--- config.mk ---
export PLATFORM = sky130hd
export DESIGN_NAME = dma_axi_addr_issuer
export DESIGN_NICKNAME = d
export VERILOG_FILES = /design/src/rtl/dma_axi_addr_issuer_pkg.sv /design/src/rtl/dma_fifo_sync.sv /design/src/rtl/dma_axi_addr_issuer.sv
export SDC_FILE = /design/constraint.sdc
export NUM_CORES = 1
export LEC_CHECK = 0
export ABC_CLOCK_PERIOD_IN_PS = 16300
export CORE_UTILIZATION = 50
export CTS_CLUSTER_SIZE = 25
export DETAILED_ROUTE_END_ITERATION = 8
export GPL_ROUTABILITY_DRIVEN = 0
export GPL_TIMING_DRIVEN = 0
export PLACE_DENSITY = 0.66
export SYNTH_ARGS = -nofsm -noshare
export SYNTH_HDL_FRONTEND = slang
export SYNTH_HIERARCHICAL = 1
export SYNTH_SLANG_ARGS = --single-unit
--- constraint.sdc ---
create_clock -name clk -period 16.3 [get_ports clk]
set_input_delay 1.63 -clock clk [delete_from_list [all_inputs] [get_ports clk]]
set_output_delay 1.63 -clock clk [all_outputs]
set_load 0.1 [all_outputs]
--- src/rtl/dma_axi_addr_issuer_pkg.sv ---
// Shared DMA utilities: AXI address-request payload, burst/response constants
// and the issue-stage state encoding.
package dma_axi_addr_issuer_pkg;

  localparam int          DMA_AXI_ADDR_MAX     = 64;
  localparam logic [1:0]  DMA_AXI_BURST_INCR   = 2'b01;
  localparam int          DMA_AXI_RESP_ERR_BIT = 1;

  // Address field sized for the widest supported bus; narrower users zero-extend.
  typedef struct packed {
    logic [DMA_AXI_ADDR_MAX-1:0] addr;
    logic [7:0]                  alen;
    logic [2:0]                  size;
  } s_dma_axi_addr_req_t;

  typedef enum logic {
    ISSUE_IDLE,
    ISSUE_PRESENT
  } e_issue_state_t;

endpackage

--- src/rtl/dma_fifo_sync.sv ---
// Synchronous FIFO, registered flags, one-cycle flush; push+pop while full keeps occupancy.
// Pushes while full without a pop are dropped; pops while empty are ignored.
module dma_fifo_sync #(
  parameter int WIDTH = 8,
  parameter int DEPTH = 4
) (
  input  logic             clk,
  input  logic             rst,
  input  logic             flush_i,
  input  logic             push_i,
  input  logic [WIDTH-1:0] wdata_i,
  input  logic             pop_i,
  output logic [WIDTH-1:0] rdata_o,
  output logic             full_o,
  output logic             empty_o
);

  localparam int AW = $clog2(DEPTH);
  localparam logic [AW:0] PTR_ONE = (AW+1)'(1);

  logic [WIDTH-1:0] mem_q [DEPTH];
  logic [AW:0]      wptr_q, wptr_d;
  logic [AW:0]      rptr_q, rptr_d;
  logic             do_push, do_pop;

  // Extra pointer MSB distinguishes full from empty when the indices match.
  assign empty_o = (wptr_q == rptr_q);
  assign full_o  = (wptr_q[AW] != rptr_q[AW]) && (wptr_q[AW-1:0] == rptr_q[AW-1:0]);
  assign rdata_o = mem_q[rptr_q[AW-1:0]];

  assign do_pop  = pop_i && !empty_o;
  assign do_push = push_i && (!full_o || do_pop);

  always_comb begin
    wptr_d = wptr_q;
    rptr_d = rptr_q;
    if (flush_i) begin
      wptr_d = '0;
      rptr_d = '0;
    end else begin
      if (do_push) wptr_d = wptr_q + PTR_ONE;
      if (do_pop)  rptr_d = rptr_q + PTR_ONE;
    end
  end

  always_ff @(posedge clk) begin
    if (rst) begin
      wptr_q <= '0;
      rptr_q <= '0;
    end else begin
      wptr_q <= wptr_d;
      rptr_q <= rptr_d;
    end
  end

  always_ff @(posedge clk) begin
    if (do_push && !flush_i) mem_q[wptr_q[AW-1:0]] <= wdata_i;
  end

endmodule

--- src/rtl/dma_axi_addr_issuer.sv ---
// AXI AR/AW issue stage: queues streamer bursts, presents one at a time (valid 1 cycle after accept),
// caps outstanding bursts and tracks completions; req_ready_o drops when the queue is full or on abort.
module dma_axi_addr_issuer
  import dma_axi_addr_issuer_pkg::*;
#(
  parameter int ADDR_WIDTH      = 32,
  parameter int ID_WIDTH        = 8,
  parameter int TXN_ID          = 0,
  parameter int FIFO_DEPTH      = 4,
  parameter int MAX_OUTSTANDING = 8
) (
  input  logic                  clk,
  input  logic                  rst,
  input  logic                  req_valid_i,
  output logic                  req_ready_o,
  input  logic [ADDR_WIDTH-1:0] req_addr_i,
  input  logic [7:0]            req_alen_i,
  input  logic [2:0]            req_size_i,
  input  logic                  abort_i,
  output logic                  axi_valid_o,
  input  logic                  axi_ready_i,
  output logic [ADDR_WIDTH-1:0] axi_addr_o,
  output logic [7:0]            axi_len_o,
  output logic [2:0]            axi_size_o,
  output logic [1:0]            axi_burst_o,
  output logic [ID_WIDTH-1:0]   axi_id_o,
  input  logic                  resp_valid_i,
  input  logic                  resp_err_i,
  input  logic                  clear_i,
  output logic                  pend_txn_o,
  output logic                  txn_err_o
);

  localparam int            CW      = $clog2(MAX_OUTSTANDING + 1);
  localparam logic [CW-1:0] CNT_MAX = CW'(MAX_OUTSTANDING);
  localparam logic [CW-1:0] CNT_ONE = CW'(1);

  s_dma_axi_addr_req_t req_in, fifo_head, pres_q, pres_d;
  e_issue_state_t      state_q, state_d;
  logic [CW-1:0]       out_cnt_q, out_cnt_d;
  logic                err_q, err_d;
  logic                pend_q, pend_d;
  logic                fifo_full, fifo_empty, fifo_push, fifo_pop;
  logic                req_fire, addr_hs, src_avail, load;
  logic                underflow, resp_dec;
  logic                unused_addr_hi;

  assign req_ready_o = !rst && !fifo_full && !abort_i;
  assign req_fire    = req_valid_i && req_ready_o;
  assign addr_hs     = (state_q == ISSUE_PRESENT) && axi_ready_i;

  always_comb begin
    req_in                        = '0;
    req_in.addr[ADDR_WIDTH-1:0]   = req_addr_i;
    req_in.alen                   = req_alen_i;
    req_in.size                   = req_size_i;
  end

  dma_fifo_sync #(
    .WIDTH ($bits(s_dma_axi_addr_req_t)),
    .DEPTH (FIFO_DEPTH)
  ) u_req_fifo (
    .clk     (clk),
    .rst     (rst),
    .flush_i (abort_i),
    .push_i  (fifo_push),
    .wdata_i (req_in),
    .pop_i   (fifo_pop),
    .rdata_o (fifo_head),
    .full_o  (fifo_full),
    .empty_o (fifo_empty)
  );

  // A response with nothing outstanding is flagged and otherwise discarded.
  always_comb begin
    underflow = resp_valid_i && (out_cnt_q == '0);
    resp_dec  = resp_valid_i && !underflow;
    out_cnt_d = out_cnt_q;
    case ({addr_hs, resp_dec})
      2'b10:   out_cnt_d = out_cnt_q + CNT_ONE;
      2'b01:   out_cnt_d = out_cnt_q - CNT_ONE;
      default: out_cnt_d = out_cnt_q;
    endcase
  end

  // Issue decisions look at next cycle's count, so a slot freed by a response
  // shows up as a presented burst one cycle later. An empty queue is bypassed
  // so a fresh request reaches the bus one cycle after acceptance.
  always_comb begin
    src_avail = !fifo_empty || req_fire;
    load      = !abort_i && src_avail && (out_cnt_d < CNT_MAX)
                && ((state_q == ISSUE_IDLE) || addr_hs);
    fifo_pop  = load && !fifo_empty;
    fifo_push = req_fire && !(load && fifo_empty);

    state_d = state_q;
    pres_d  = pres_q;
    case (state_q)
      ISSUE_IDLE: begin
        if (load) state_d = ISSUE_PRESENT;
      end
      ISSUE_PRESENT: begin
        if (addr_hs) state_d = load ? ISSUE_PRESENT : ISSUE_IDLE;
      end
      default: state_d = ISSUE_IDLE;
    endcase
    if (load) pres_d = fifo_empty ? req_in : fifo_head;
  end

  always_comb begin
    pend_d = req_fire || (!fifo_empty && !abort_i)
             || (state_d == ISSUE_PRESENT) || (out_cnt_d != '0);
    err_d  = err_q;
    if (clear_i) err_d = 1'b0;
    if (resp_valid_i && (resp_err_i || underflow)) err_d = 1'b1;
  end

  always_ff @(posedge clk) begin
    if (rst) begin
      state_q   <= ISSUE_IDLE;
      pres_q    <= '0;
      out_cnt_q <= '0;
      err_q     <= 1'b0;
      pend_q    <= 1'b0;
    end else begin
      state_q   <= state_d;
      pres_q    <= pres_d;
      out_cnt_q <= out_cnt_d;
      err_q     <= err_d;
      pend_q    <= pend_d;
    end
  end

  assign axi_valid_o    = (state_q == ISSUE_PRESENT);
  assign axi_addr_o     = pres_q.addr[ADDR_WIDTH-1:0];
  assign axi_len_o      = pres_q.alen;
  assign axi_size_o     = pres_q.size;
  assign axi_burst_o    = DMA_AXI_BURST_INCR;
  assign axi_id_o       = ID_WIDTH'(TXN_ID);
  assign pend_txn_o     = pend_q;
  assign txn_err_o      = err_q;
  assign unused_addr_hi = ^pres_q.addr;

endmodule

==> flow_summary.ini, run 1 <==
[floorplanning]
initial_utilization = 0.516
die_y_um = 142
die-area_mm2 = 0.0201
rows = 50
die_width_um = 142
io-pin-count = 108
core_area_mm2 = 0.0189

[timing]
rsz0062_at_grt = false
worst_pin_slew_ps = 990
finalHoldViolCount = 0
relSlewSlack = 0.336
worst_slack_ps = 10280
finalCritPeriodShare = 0.369
fmax_mhz = 166
min_period_ps = 6020
clock_skew_ps = 14.7
hold_ws_ps = 472
drv_slew = 0
setup_violations = 0
setup_tns_ps = 0

[placement]
dp_slack_ps = 9780
dpl-instance-area_mm2 = 0.0113
numPortBuffers = 97
hpwl_um = 13200

[critical_path]
critPathMaxFanout = 9
max_stage_delay_ps = 770
crit_type = input pin to register
end_kind = register
cp_data_arrival_time_ps = 6230
cp.required_ps = 16510
path_delay_family = simple AND/OR/NAND/NOR gates
crit_chain = clkdlybuf4s50_1 -> nor2b_1 -> ha_1 -> ha_1 -> or4b_1 -> o311a_1 -> a211oi_2 -> and2_1 -> nor3b_1 -> inv_1 -> a41o_1 -> nor3_2 -> buf_6 -> buf_6 -> buf_6
start_kind = input pin
crit_top_cell = buf_6
critical_path_buf_inv_count = 5
critPathSlowestCell = nor3_2

[pwr]
internal-power_mw = 1.01
p_comb_frac = 0.137
sw_frac_of_total = 0.255
p_per_area_mw_per_mm2 = 112
p_total_mw = 1.35
peakVddDrop_mv = 0.0905
seqPwrFrac = 0.478
power_leakage_nw = 4.50
p_clk_frac = 0.385
switchingPower_uw = 345

[route]
drt.antenna.violating_nets = 0
routed_wl_um = 19800
firstDrtPassIters = 4
drc = 0
drt_iter0_markers = 296
vias = 5425
wl_per_cell_um = 19.5
avgViaCountPerCell = 5.33

[worst_hold_path]
min_path_type = register to register

[clock_network]
numCtsBuffers = 24
cts_resized = 0
cts_setup_buffers = 0
clock_latency_ps = 510
cts_buffer_depth = 3
clock_sinks = 230
cts_hold_buf = 0
cts_tree = yes
cts.clk_slew.worst_paths_ps = 60
cts_root_buf = clkbuf_16
cts_max_level = 1

[grt]
grt_pass1_wl_um = 31400
track_usage = 0.206
grt_max_degree = 25
antenna_found_initial = 0
grt_pass1_vias = 5850
overflow = 0

[final_layout]
area_growth_pct = 23.6
layout.nets = 800
post_route_cells_drive_above_1_share = 0.222
n_antenna_cell = 0
final.fill_count = 1399
fin_area_mm2 = 0.0120

[run]
maxCapViolations = 0

[synth]
netlist_area_mm2 = 0.00975
yosys_warnings = 6
syn_inst = 593
syn_area_per_cell_um2 = 16.4

[status]
status = finished, final reports clean
==> flip-flops by register name (all words and copies together) (netlist names), named ones only <==
| signal | count |
|---|---|
| u_req_fifo/mem_q | 172 |
| txn_err_o | 1 |
| out_cnt_q | 4 |
| axi_valid_o | 1 |
| u_req_fifo/rptr_q | 3 |
| axi_size_o | 3 |
| pend_txn_o | 1 |
| axi_len_o | 8 |
| u_req_fifo/wptr_q | 3 |
| axi_addr_o | 32 |
==> layer usage <==
layer	global-route usage	share of wire
met1	0.269	0.44
met2	0.357	0.50
met3	0.0310	0.047
met4	0.0583	0.017
met5	0	0
==> cells in the final DEF, fill, tap and decap left out, types with 5 or more instances in the layout <==
cell type        count
edfxtp_1           172
clkdlybuf4s50_1     97
dfxtp_1             58
mux2i_1             51
nor2_1              51
nor2b_1             46
mux4_2              43
mux2_4              40
clkbuf_16           25
clkbuf_1            22
buf_6               17
nand2_1             15
buf_4               14
inv_1               13
conb_1              10
ha_1                 8
a21oi_1              7
buf_2                6
clkinv_2             5
==> final timing paths <==
path	startpoint	to	slack [ps]	cells after the start
hold / removal	txn_err_o	txn_err_o	470	2
hold reg to reg	txn_err_o	txn_err_o	470	2
setup reg to reg	out_cnt_q[0]	u_req_fifo/mem_q[0][4]	11000	16
setup / recovery	resp_valid_i	u_req_fifo/mem_q[0][4]	10280	15
==> area by class of cell <==
type / instances / area [um^2] / area share
sequential: 230 / 6330 / 0.525
multi-input combinational: 315 / 3170 / 0.263
timing repair buffer: 113 / 1170 / 0.0969
clock buffer: 34 / 679 / 0.0564
tap: 260 / 325 / 0.0270
buffer: 43 / 251 / 0.0209
clock inverter: 9 / 75.1 / 0.00623
inverter: 13 / 48.8 / 0.00405
==> power by group through the flow <==
stage / sequential (mW) / combinational, mW / clock (mW)
4_1_cts: 0.647 / 0.187 / 0.534
5_1_grt: 0.648 / 0.197 / 0.553
3_3_place_gp: 0.659 / 0.180 / 0
2_1_floorplan: 0.714 / 0.0789 / 0
6_report: 0.647 / 0.186 / 0.521
3_5_place_dp: 0.659 / 0.187 / 0
==> worst min-delay path: cells and delay by family, from the launching register on <==
kind | cells | cell delay (ps)
DFF | 1 | 310
and+or+nand+nor | 1 | 60
AOI/OAI and AO/OA | 1 | 50
==> per-stage QoR <==
stage,util,cells
floorplan,-,601
global placement,0.586,958
detailed placement,0.598,974
CTS,0.638,1017
global route,0.638,1017
finish,0.638,1017
No activity file was read; power rests on OpenSTA's default activity.
==> run 2: changes to the inputs <==
--- a/config.mk
+++ b/config.mk
@@ -5,13 +5,13 @@
 export SDC_FILE = /design/constraint.sdc
 export NUM_CORES = 1
 export LEC_CHECK = 0
-export ABC_CLOCK_PERIOD_IN_PS = 16300
+export ABC_CLOCK_PERIOD_IN_PS = 5500
 export CORE_UTILIZATION = 50
 export CTS_CLUSTER_SIZE = 25
 export DETAILED_ROUTE_END_ITERATION = 8
 export GPL_ROUTABILITY_DRIVEN = 0
 export GPL_TIMING_DRIVEN = 0
-export PLACE_DENSITY = 0.66
+export PLACE_DENSITY = 0.69
 export SYNTH_ARGS = -nofsm -noshare
 export SYNTH_HDL_FRONTEND = slang
 export SYNTH_HIERARCHICAL = 1
==> constraint.sdc (replaced) <==
create_clock -name clk -period 5.5 [get_ports clk]
set_input_delay 0.55 -clock clk [delete_from_list [all_inputs] [get_ports clk]]
set_output_delay 0.55 -clock clk [all_outputs]
set_load 0.1 [all_outputs]
==> run 2 against run 1 <==
Critical endpoint is now u_req_fifo/mem_q[0][3]. Critical path type is now register to register. Sequential share of layout area up 0.055 points. Highest routed layer unchanged. Clock skew rose by 5.7 ps. Combinational power grew to 3.0 times the previous value. Largest cell class unchanged. Via count is 1.1% lower.
==> flow_summary.ini, run 2 (synthesis gave the netlist of run 1 again) <==
[critical_path]
end_kind = register
crit_chain = clkbuf_1 -> nor4_1 -> nor2b_1 -> ha_1 -> ha_1 -> or4b_1 -> o311a_1 -> a211oi_2 -> and2_1 -> nor3b_1 -> inv_1 -> a41o_1 -> nor3_2 -> buf_8 -> buf_8 -> buf_6
start_kind = register
critPathSlowestCell = nor3_2
cp.required_ps = 5720
timing.rr.start = out_cnt_q[0]
critPathMaxFanout = 9
cp_data_arrival_time_ps = 5290
crit_type = register to register
reg2reg_depth = 16
r2r_slack_ps = 420
max_stage_delay_ps = 630
r2r_end = u_req_fifo/mem_q[0][3]

[timing]
finalCritPeriodShare = 0.923
worst_pin_slew_ps = 982
relSlewSlack = 0.343
setup_violations = 0
rsz0062_at_grt = false
min_period_ps = 5080
finalHoldViolCount = 0
hold_ws_ps = 477
fmax_mhz = 197
clock_skew_ps = 20.4
drv_slew = 0

[final_layout]
layout_common_cells = 172 x edfxtp_1, 97 x clkdlybuf4s50_1, 58 x dfxtp_1
mostFrequentLayoutCell = edfxtp_1
layout.nets = 801
area_growth_pct = 23.5
n_antenna_cell = 0
largest_reg_flops = 172
final_core_util = 0.637
fin_area_mm2 = 0.0120
final.fill_count = 1419
post_route_cells_drive_above_1_share = 0.216

[grt]
overflow = 0
antenna_found_initial = 0
track_usage = 0.200
grt_pass1_wl_um = 30600
grt_pass1_vias = 5688
grt_max_degree = 24

[route]
drc = 0
avgViaCountPerCell = 5.27
firstDrtPassIters = 4
drt.antenna.violating_nets = 0
drt_iter0_markers = 323
wl_per_cell_um = 19.0
vias = 5368
routed_wl_um = 19300

[status]
status = finished, final reports clean

[pwr]
p_per_area_mw_per_mm2 = 331
peakVddDrop_mv = 0.219
power_leakage_nw = 4.49

[floorplanning]
rows = 50
initial_utilization = 0.516
die-area_mm2 = 0.0201
die_width_um = 142
die_y_um = 142
core_area_mm2 = 0.0189
io-pin-count = 108

[clock_network]
cts_max_level = 1
cts_root_buf = clkbuf_16
cts_hold_buf = 0
cts_resized = 0
cts_tree = yes
numCtsBuffers = 25
cts_setup_buffers = 0
clock_latency_ps = 510
cts.clk_slew.worst_paths_ps = 60
clock_sinks = 230
cts_buffer_depth = 3

[placement]
numPortBuffers = 97
hpwl_um = 12800
dpl-instance-area_mm2 = 0.0113

[run]
maxCapViolations = 0

[worst_hold_path]
hp-start = txn_err_o
hold_end = txn_err_o
hold_depth = 2
min_path_type = register to register
## run 2: cell count changes in the layout (fill, tap and decap cells not counted)
| cell | previous run | this run |
|---|---|---|
| clkinv_2 | 5 | 2 |
| inv_6 | 0 | 1 |
| clkbuf_1 | 22 | 26 |
| clkbuf_8 | 2 | 3 |
| clkinv_1 | 1 | 3 |
| clkinvlp_4 | 1 | 0 |
| buf_8 | 2 | 3 |
| clkinv_4 | 1 | 0 |
| bufinv_16 | 1 | 0 |
| buf_6 | 17 | 16 |
## run 2: worst max-delay path by stage
stage                              to          from  slack [ps]
2_1_floorplan  u_req_fifo/mem_q[0][0]   axi_valid_o       -1320
3_3_place_gp   u_req_fifo/mem_q[2][7]  resp_valid_i       -4090
3_5_place_dp   u_req_fifo/mem_q[0][7]  resp_valid_i         260
4_1_cts        u_req_fifo/mem_q[0][4]  out_cnt_q[0]         410
5_1_grt        u_req_fifo/mem_q[0][3]  out_cnt_q[0]          60
6_report       u_req_fifo/mem_q[0][3]  out_cnt_q[0]         420
## run 2: worst max-delay path, delay by kind of cell, from the launching register on
kind	cells	cell delay [ps]
AOI/OAI and AO/OA	3	820
DFF	1	290
buffers and inverters	5	830
adders and majority gates	2	710
and+or+nand+nor	6	2120
## run 2: final cells by class
class	instances	area (um^2)	share of cell area
Timing Repair Buffer	113	1170	0.0973
Inverter	13	48.8	0.00405
Clock buffer	39	708	0.0588
Tap cell	260	325	0.0270
Multi-Input combinational cell	315	3170	0.264
Buffer	43	251	0.0209
Sequential cell	230	6330	0.526
Clock inverter	6	30.0	0.00250
## run 2: per-layer routing
layer | vias up | track usage | share of wire
li1 | 2504 | - | -
met1 | 2680 | 0.269 | 0.44
met2 | 153 | 0.334 | 0.49
met3 | 31 | 0.0361 | 0.051
met4 | 0 | 0.0566 | 0.019
met5 | - | 0 | 0
## run 2: through the flow
stage	TNS [ps]	power, mW	cells	setup slack [ps]
2_1_floorplan	-177090	2.35	601	-1320
3_3_place_gp	-609330	2.49	958	-4090
3_5_place_dp	0	2.50	974	257
4_1_cts	0	4.01	1019	412
5_1_grt	0	4.12	1019	57.5
6_report	0	3.98	1019	422
## run 2: power by group
part	internal [mW]	total, mW	switching (mW)
Clock	0.881	1.51	0.631
Combinational	0.187	0.552	0.365
Sequential	1.90	1.92	0.0184
==> run 3: changes to the inputs <==
--- a/config.mk
+++ b/config.mk
@@ -11,6 +11,7 @@
 export DETAILED_ROUTE_END_ITERATION = 8
 export GPL_ROUTABILITY_DRIVEN = 0
 export GPL_TIMING_DRIVEN = 0
+export MAX_ROUTING_LAYER = met4
 export PLACE_DENSITY = 0.69
 export SYNTH_ARGS = -nofsm -noshare
 export SYNTH_HDL_FRONTEND = slang
==> run 3 against run 2 <==
Count of clock-buffer cells in the layout unchanged. Via count grew 0.88%. Core utilization unchanged. Sequential power about the same. Critical path depth stayed put. Combinational power about the same. Register-to-register slack hardly changed. Setup slack better by 3.1 ps. Sequential share of layout area did not move. Power barely moved. Routed wire length grew 0.18%.
==> flow_summary.ini, run 3 (synthesis gave the netlist of run 1 again) <==
[final_layout]
mostFrequentLayoutCell = edfxtp_1
area_growth_pct = 23.5
layout.nets = 801
layout_common_cells = 172 x edfxtp_1, 97 x clkdlybuf4s50_1, 58 x dfxtp_1
largest_reg_flops = 172
post_route_cells_drive_above_1_share = 0.216
final_core_util = 0.637
n_antenna_cell = 0

[clock_network]
cts_tree = yes
clock_latency_ps = 510
cts_root_buf = clkbuf_16
cts.clk_slew.worst_paths_ps = 60
cts_setup_buffers = 0
cts_max_level = 1
cts_hold_buf = 0
cts_buffer_depth = 3
clock_sinks = 230
cts_resized = 0
numCtsBuffers = 25

[critical_path]
critPathSlowestCell = nor3_2
crit_type = register to register
cp_data_arrival_time_ps = 5290
critPathMaxFanout = 9
setup.worst_path.end = u_req_fifo/mem_q[0][3]
timing.rr.start = out_cnt_q[0]
r2r_slack_ps = 420
cp.required_ps = 5720
reg2reg_depth = 16
crit_chain = clkbuf_1 -> nor4_1 -> nor2b_1 -> ha_1 -> ha_1 -> or4b_1 -> o311a_1 -> a211oi_2 -> and2_1 -> nor3b_1 -> inv_1 -> a41o_1 -> nor3_2 -> buf_8 -> buf_8 -> buf_6
start_kind = register
max_stage_delay_ps = 630
crit_start = out_cnt_q[0]
end_kind = register
r2r_end = u_req_fifo/mem_q[0][3]

[timing]
worst_pin_slew_ps = 981
clock_skew_ps = 19.1
finalCritPeriodShare = 0.923
finalHoldViolCount = 0
min_period_ps = 5080
setup_tns_ps = 0
relSlewSlack = 0.344
setup_violations = 0
drv_slew = 0
rsz0062_at_grt = false
fmax_mhz = 197
hold_ws_ps = 477
worst_slack_ps = 425

[floorplanning]
die-area_mm2 = 0.0201
die_width_um = 142
core_area_mm2 = 0.0189
die_y_um = 142
io-pin-count = 108
rows = 50
initial_utilization = 0.516

[route]
drt.antenna.violating_nets = 0
drt_iter0_markers = 314
drc = 0
firstDrtPassIters = 4
avgViaCountPerCell = 5.31
routed_wl_um = 19400
vias = 5415
wl_per_cell_um = 19.0

[grt]
grt_pass1_wl_um = 30700
track_usage = 0.206
grt_max_degree = 24
antenna_found_initial = 0
grt_pass1_vias = 5689
overflow = 0

[run]
maxCapViolations = 0

[pwr]
p_per_area_mw_per_mm2 = 331
p_total_mw = 3.98
peakVddDrop_mv = 0.219
power_leakage_nw = 4.49

[status]
status = finished, final reports clean

[placement]
dp_slack_ps = 257
hpwl_um = 12800
numPortBuffers = 97

[worst_hold_path]
min_path_type = register to register
-- run 3: cell counts in the layout (fill, tap and decap cells not counted) --
No cell type changed its count.
-- run 3: worst max-delay path, delay by kind of cell, from the launching register on --
family | cells | cell delay (ps)
AO/OA/AOI/OAI | 3 | 810
adder cells (fa/ha/maj) | 2 | 710
buffers and inverters | 5 | 830
flip-flops | 1 | 290
AND/OR/NAND/NOR | 6 | 2120
-- run 3: worst min path at each step --
stage                         start                    to  slack, ps  depth (start not counted)
6_report                  txn_err_o             txn_err_o        480                          2
5_1_grt                   txn_err_o             txn_err_o        520                          2
4_1_cts                   txn_err_o             txn_err_o        490                          2
3_5_place_dp              txn_err_o             txn_err_o        470                          2
3_3_place_gp              txn_err_o             txn_err_o        460                          2
2_1_floorplan  u_req_fifo/wptr_q[2]  u_req_fifo/wptr_q[2]        480                          2
-- run 3: cell type report --
type	count	area [um^2]
fill	1419	6860
sequential	230	6330
clock inverter	6	30.0
tap	260	325
buffer	43	251
inverter	13	48.8
multi-input combinational	315	3170
clock buffer	39	708
timing repair buffer	113	1170
-- run 3: per-layer routing --
metal | GRT usage | share of wire | wire length [um]
met1 | 0.272 | 0.44 | 8460
met2 | 0.334 | 0.49 | 9520
met3 | 0.0348 | 0.053 | 1020
met4 | 0.0566 | 0.019 | 377
met5 | - | 0 | 0
-- run 3: stage by stage --
step,instance area (um^2),cells
2_1_floorplan,9780,601
3_3_place_gp,11100,958
3_5_place_dp,11300,974
4_1_cts,12000,1019
5_1_grt,12000,1019
6_report,12000,1019
-- run 3: power by group --
group	switching, mW	total (mW)	internal (mW)
sequential	0.0185	1.92	1.90
clock	0.629	1.51	0.881
combinational	0.365	0.552	0.186
